File: src/rtl/gray_ptr_sync_decoder.sv
// Purpose: re-time a source-domain gray pointer into clk, decode it to binary, report per-cycle advance.
// Latency: 3 clk edges from gray_in sampling to bin_out/delta; bin_valid rises on the 3rd edge after reset.
// Backpressure: none; outputs update every edge. Optional GRAY_STEP_CHECK_EN adds sticky step_err detection.
module gray_ptr_sync_decoder #(
    parameter int ADDR_LEN = 4
) (
    input  logic                clk,
    input  logic                reset,
    input  logic [ADDR_LEN-1:0] gray_in,
    output logic [ADDR_LEN-1:0] bin_out,
    output logic                bin_valid,
    output logic [ADDR_LEN-1:0] delta,
    output logic                step_err
);

    // Gray to binary: each binary bit is the XOR of all gray bits at or above it.
    function automatic logic [ADDR_LEN-1:0] g2b(input logic [ADDR_LEN-1:0] g);
        logic [ADDR_LEN-1:0] b;
        b = '0;
        b[ADDR_LEN-1] = g[ADDR_LEN-1];
        for (int i = ADDR_LEN - 2; i >= 0; i--) begin
            b[i] = b[i+1] ^ g[i];
        end
        return b;
    endfunction

    // sync1 may be metastable; only sync2 onward feeds any logic.
    logic [ADDR_LEN-1:0] sync1;
    logic [ADDR_LEN-1:0] sync2;
    logic [ADDR_LEN-1:0] sync_bin;
    logic [1:0]          fill_cnt;

    // Decode the second synchronizer stage.
    always_comb begin
        sync_bin = g2b(sync2);
    end

    // Synchronizer, decode register and modulo delta; fill counter saturates at 3.
    always_ff @(posedge clk) begin
        if (reset) begin
            sync1    <= '0;
            sync2    <= '0;
            bin_out  <= '0;
            delta    <= '0;
            fill_cnt <= 2'd0;
        end else begin
            sync1    <= gray_in;
            sync2    <= sync1;
            bin_out  <= sync_bin;
            delta    <= sync_bin - bin_out;
            if (fill_cnt != 2'd3) begin
                fill_cnt <= fill_cnt + 2'd1;
            end
        end
    end

    assign bin_valid = (fill_cnt == 2'd3);

`ifdef GRAY_STEP_CHECK_EN
    logic [ADDR_LEN-1:0] sync3;
    logic                multi_bit;

    // A legal gray step changes at most one bit between consecutive synced samples.
    always_comb begin
        multi_bit = ($countones(sync2 ^ sync3) > 1);
    end

    // Keep previous synced sample; latch any illegal step once the pipeline is valid.
    always_ff @(posedge clk) begin
        if (reset) begin
            sync3    <= '0;
            step_err <= 1'b0;
        end else begin
            sync3 <= sync2;
            if (multi_bit && bin_valid) begin
                step_err <= 1'b1;
            end
        end
    end
`else
    assign step_err = 1'b0;
`endif

endmodule

File: config.mk
export PLATFORM = sky130hd
export DESIGN_NAME = gray_ptr_sync_decoder
export DESIGN_NICKNAME = d
export VERILOG_FILES = /design/src/rtl/gray_ptr_sync_decoder.sv
export SDC_FILE = /design/constraint.sdc
export NUM_CORES = 1
export LEC_CHECK = 0
export ABC_AREA = 1
export CAP_MARGIN = 15
export CORE_MARGIN = 5
export CORE_UTILIZATION = 35
export CTS_CLUSTER_SIZE = 10
export DETAILED_ROUTE_END_ITERATION = 12
export PLACE_DENSITY = 0.62
export SETUP_SLACK_MARGIN = 0.2
export SLEW_MARGIN = 20
export SYNTH_ARGS = -nofsm -noshare
export SYNTH_HDL_FRONTEND = slang
export SYNTH_SLANG_ARGS = --single-unit
File: constraint.sdc
create_clock -name clk -period 5.2 [get_ports clk]
set_input_delay 1.04 -clock clk [delete_from_list [all_inputs] [get_ports clk]]
set_output_delay 1.04 -clock clk [all_outputs]
set_load 0.01 [all_outputs]
After elaboration in Yosys (flattened, before gate mapping) --
Cells that the tools add are included.
Word-level totals: register bits 18, bits of input ports 6, output and inout bits 10
Cells by class: add/subtract/negate cells 2, equality and inequality tests 2, bitwise gates (word level) 3
Operators with widths (number):
- $sub 4x4->4 | 1
- $xor 1x1->1 | 3
- $add 2x1->2 const B | 1
- $eq 2x2->1 const B | 1
- $ne 2x2->1 const B | 1

Longest topological paths before layout --
depth in word-level cells 4, mapped depth 12

Worst setup path before layout --
Ideal clock, no wire load.
kind flip-flop to flip-flop, from reg sync2[3], to reg delta[2], data arrival time 1.547 ns, required time 5.084 ns, slack 3.538 ns, stages on the path, launching flop included 12, path buffers 0, cells stage by stage dfxtp_1 inv_2 nand2_1 nand3_2 nand2_4 nand2_4 nand2_1 inv_1 ha_1 fa_1 xor2_1 nor2_1
Between the ends: longest elaborated chain between the ends 4
Ends and longest elaborated chain:
- from (decl) | RTL line 29 | logic [ADDR_LEN-1:0] sync2;
- from (signal assigned) | RTL line 48 | sync2 <= sync1;
- $xor 1x1->1 (*) | RTL line 22 | b[i] = b[i+1] ^ g[i];
- $xor 1x1->1 (2 in a row) | RTL line 22
- $sub 4x4->4 (*) | RTL line 50 | delta <= sync_bin - bin_out;
- to (signal assigned) | RTL line 50
- to (decl) | RTL line 12 | output logic [ADDR_LEN-1:0] delta,
Mark *: on every way between the ends. The rest lies on a longest branch, timed or not. A chain may end at the register's enable or synchronous reset.

Worst setup path in the final report --
from reg fill_cnt[0], to out bin_valid
Between the ends: longest elaborated chain between the ends 1
Ends and longest elaborated chain:
- from (decl) | RTL line 31 | logic [1:0] fill_cnt;
- from (signal assigned) | RTL line 52 | fill_cnt <= fill_cnt + 2'd1;
- $eq 2x2->1 | RTL line 57 | assign bin_valid = (fill_cnt == 2'd3);
- to (decl) | RTL line 11 | output logic bin_valid,
Every way passes these cells.

==> results by group <==
Run status
  – Outcome: complete, no violations

Floorplanning
  – Row count: 16
  – Core area: 0.00196 sq mm
  – Die Area: 0.00309 sq mm
  – I/O pin total: 16
  – Starting Density: 37.1%
  – Die X-Extent: 55.6 microns
  – Die height: 55.6 microns

Worst setup path
  – CP startpoint kind: register
  – Stages on worst setup path: 2
  – Critical-path cell list: ha_1 -> clkdlybuf4s50_1
  – Setup CP Type: register to output port
  – Slowest stage cell, crit path: clkdlybuf4s50_1
  – Crit path max fanout: 4
  – Crit-path leading delay family: buffers and inverters
  – Max stage delay on crit path: 560 ps
  – Required time of the critical path: 4160 ps
  – Reg2Reg Depth: 11
  – Buf/Inv on CP: 1
  – Data arrival, critical path: 1430 ps
  – Critical Path End Type: output port

Placed design
  – Placed cells: 122
  – Port Buffers: 14
  – RePlAce Congestion: 0.687
  – DP Area: 883 sq um
  – Post-DP HPWL: 860 microns

Cells and area
  – Layout cell share with drive strength beyond 1: 10.2%
  – Post-route cell area: 906 sq um
  – Nets: 111
  – Filler cells: 223
  – Antenna diode count: 0
  – Area Overhead vs Synth: 24.6%
  – Final cell count without fillers: 125

Synthesis
  – Commonest cells post-synth: dfxtp_1 (18), inv_1 (18), nor2_1 (16)
  – Synth cell types: 19
  – Post-synth ARST share: 0%
  – Number of enable flip-flop cells after synthesis: 0
  – Syn nets: 95
  – Top area cells in the synthesized netlist: dfxtp_1 (50%), inv_1 (9.3%), nor2_1 (8.3%), ha_1 (6.9%), xor2_1 (3.6%)
  – Syn_area_per_cell: 8.65 sq um
  – Cell taking the most area after synthesis: dfxtp_1
  – Synth top area share: 49.6%
  – Synthesized area: 727 sq um
  – Synth Flop Type: dfxtp_1
  – Post-Syn Instances: 84
  – Seq/Total Area, Yosys: 49.6%
  – Synthesis Warnings: 0
  – Synthesized flop and latch total: 18

CTS
  – CTS tree: yes
  – Clock slew at reported path FFs: 90 ps
  – Root Buffer: clkbuf_4
  – Quantity of hold-fixing buffers added after cts: 0
  – Postcts setup bufs: 0
  – Total CTS buffers: 3
  – H-tree lvl count: 1
  – Post_cts resized: 0
  – CTS sink count: 18
  – Clock Latency Late Sink: 280 ps
  – Clock buffer depth: 2

Power and ir drop
  – Pwr/cell area: 309 mW/mm^2
  – Leak: 0.431 nW
  – IR drop worst, VDD: 0.000205 V

Global routing
  – All-Layer GR Usage: 7.57%
  – Total congestion overflow: 0
  – Vias in the first global route: 511
  – Global-route wire length before repair: 1840 microns
  – Initial antenna violation count: 0
  – Pin count of the biggest net entering global routing: 18

Route
  – Post-Route WL: 1060 microns
  – Iteration-0 DRC Markers: 3
  – Drc violations: 0
  – Vias per inst: 4.26
  – Avg WL per Cell: 8.46 microns
  – Vias post-DR: 532
  – TritonRoute pass-1 iters: 2
  – DRT antenna net count: 0

Timing
  – Fin crit period: 2470 ps
  – Fmax: 0.404 GHz
  – Fin crit share: 47.6%
  – Unrepaired setup endpoints after global routing: false
  – Clk_skew: 1.22 ps
  – Setup TNS: 0 ps
  – Final hold vios: 0
  – Slew HR: 59.7%
  – Slew Limit Fails: 0
  – Tightest Pin Transition: 603 ps
  – Setup violators final: 0

Run
  – Max Cap Violations: 0

Min path
  – HP Class: register to register
  – WHS Path Cells: 2
==> per-layer routing <==
layer,vias up,global-route usage [%],part of all wire (%)
met2,12,13.7,52
met3,4,3.48,6.2
met4,0,5.21,2.7
li1,272,-,-
met5,-,0,0
met1,244,6.50,39
==> stage by stage <==
stage	setup slack [ps]	utilization, %	power (W)	hold slack, ps
after floorplan	3540	-	0.000196	388
after global placement	2940	45.0	0.000216	391
after detailed placement	2900	45.0	0.000219	394
after CTS	2700	46.2	0.000286	408
after global routing	2640	46.2	0.000300	432
final	2730	46.2	0.000280	405
==> registers in the layout, indices dropped and copies added (netlist names) <==
name      cells
bin_out       4
sync1         4
fill_cnt      2
delta         4
sync2         4
==> worst paths after layout <==
| check | startpoint | end | slack [ps] |
|---|---|---|---|
| setup / recovery | fill_cnt[0] | bin_valid | 2730 |
| hold / removal | sync1[2] | sync2[2] | 410 |
| setup reg to reg | sync2[3] | delta[2] | 3400 |
| hold reg to reg | sync1[2] | sync2[2] | 410 |
==> kinds of logic (layout without fill, tap and decap cells) <==
kind of cell	count (synthesis)	count (layout)	share of synthesized area, %
AND/OR/NAND/NOR	30	30	20.5
AO/OA/AOI/OAI	5	5	3.96
other	1	1	0.516
adder cells (fa/ha/maj)	5	5	9.64
XOR/XNOR	3	3	3.62
buffers and inverters	22	36	12.2
flip-flops	18	18	49.6
==> cell usage in the layout (no fill, tap or decap) <==
| cell | n |
|---|---|
| inv_1 | 18 |
| dfxtp_1 | 18 |
| nor2_1 | 16 |
| clkdlybuf4s50_1 | 14 |
| nand2_1 | 6 |
| ha_1 | 4 |
| xor2_1 | 3 |
| a21oi_1 | 3 |
| clkbuf_4 | 3 |
| nand3_2 | 2 |
| nand2_4 | 2 |
| nand3_1 | 2 |
| inv_2 | 1 |
| nand2_2 | 1 |
| a21oi_2 | 1 |
| nand3b_1 | 1 |
| o21ai_0 | 1 |
| fa_1 | 1 |
| conb_1 | 1 |
==> layout make-up <==
cell class,count,area [sq um],area share (%)
flip-flops and latches,18,360,39.8
repair buffers,14,140,15.5
inverters,19,71.3,7.87
well taps,27,33.8,3.73
clock buffers,3,22.5,2.49
multi-input cells,44,278,30.7
==> worst min-delay path: stages, from the launching register on <==
cell     delay [ps]
dfxtp_1         310
inv_1            40
nor2_1           30
==> where the power goes <==
group | switching [W] | internal [W] | total (W) | leakage (nW)
Sequential | 0.00000643 | 0.000151 | 0.000158 | 0.149
Clock | 0.0000387 | 0.0000269 | 0.0000656 | 0.0138
Combinational | 0.0000270 | 0.0000295 | 0.0000565 | 0.268
Total | 0.0000722 | 0.000208 | 0.000280 | 0.431
Note: power is estimated with default switching activity, not from simulation.
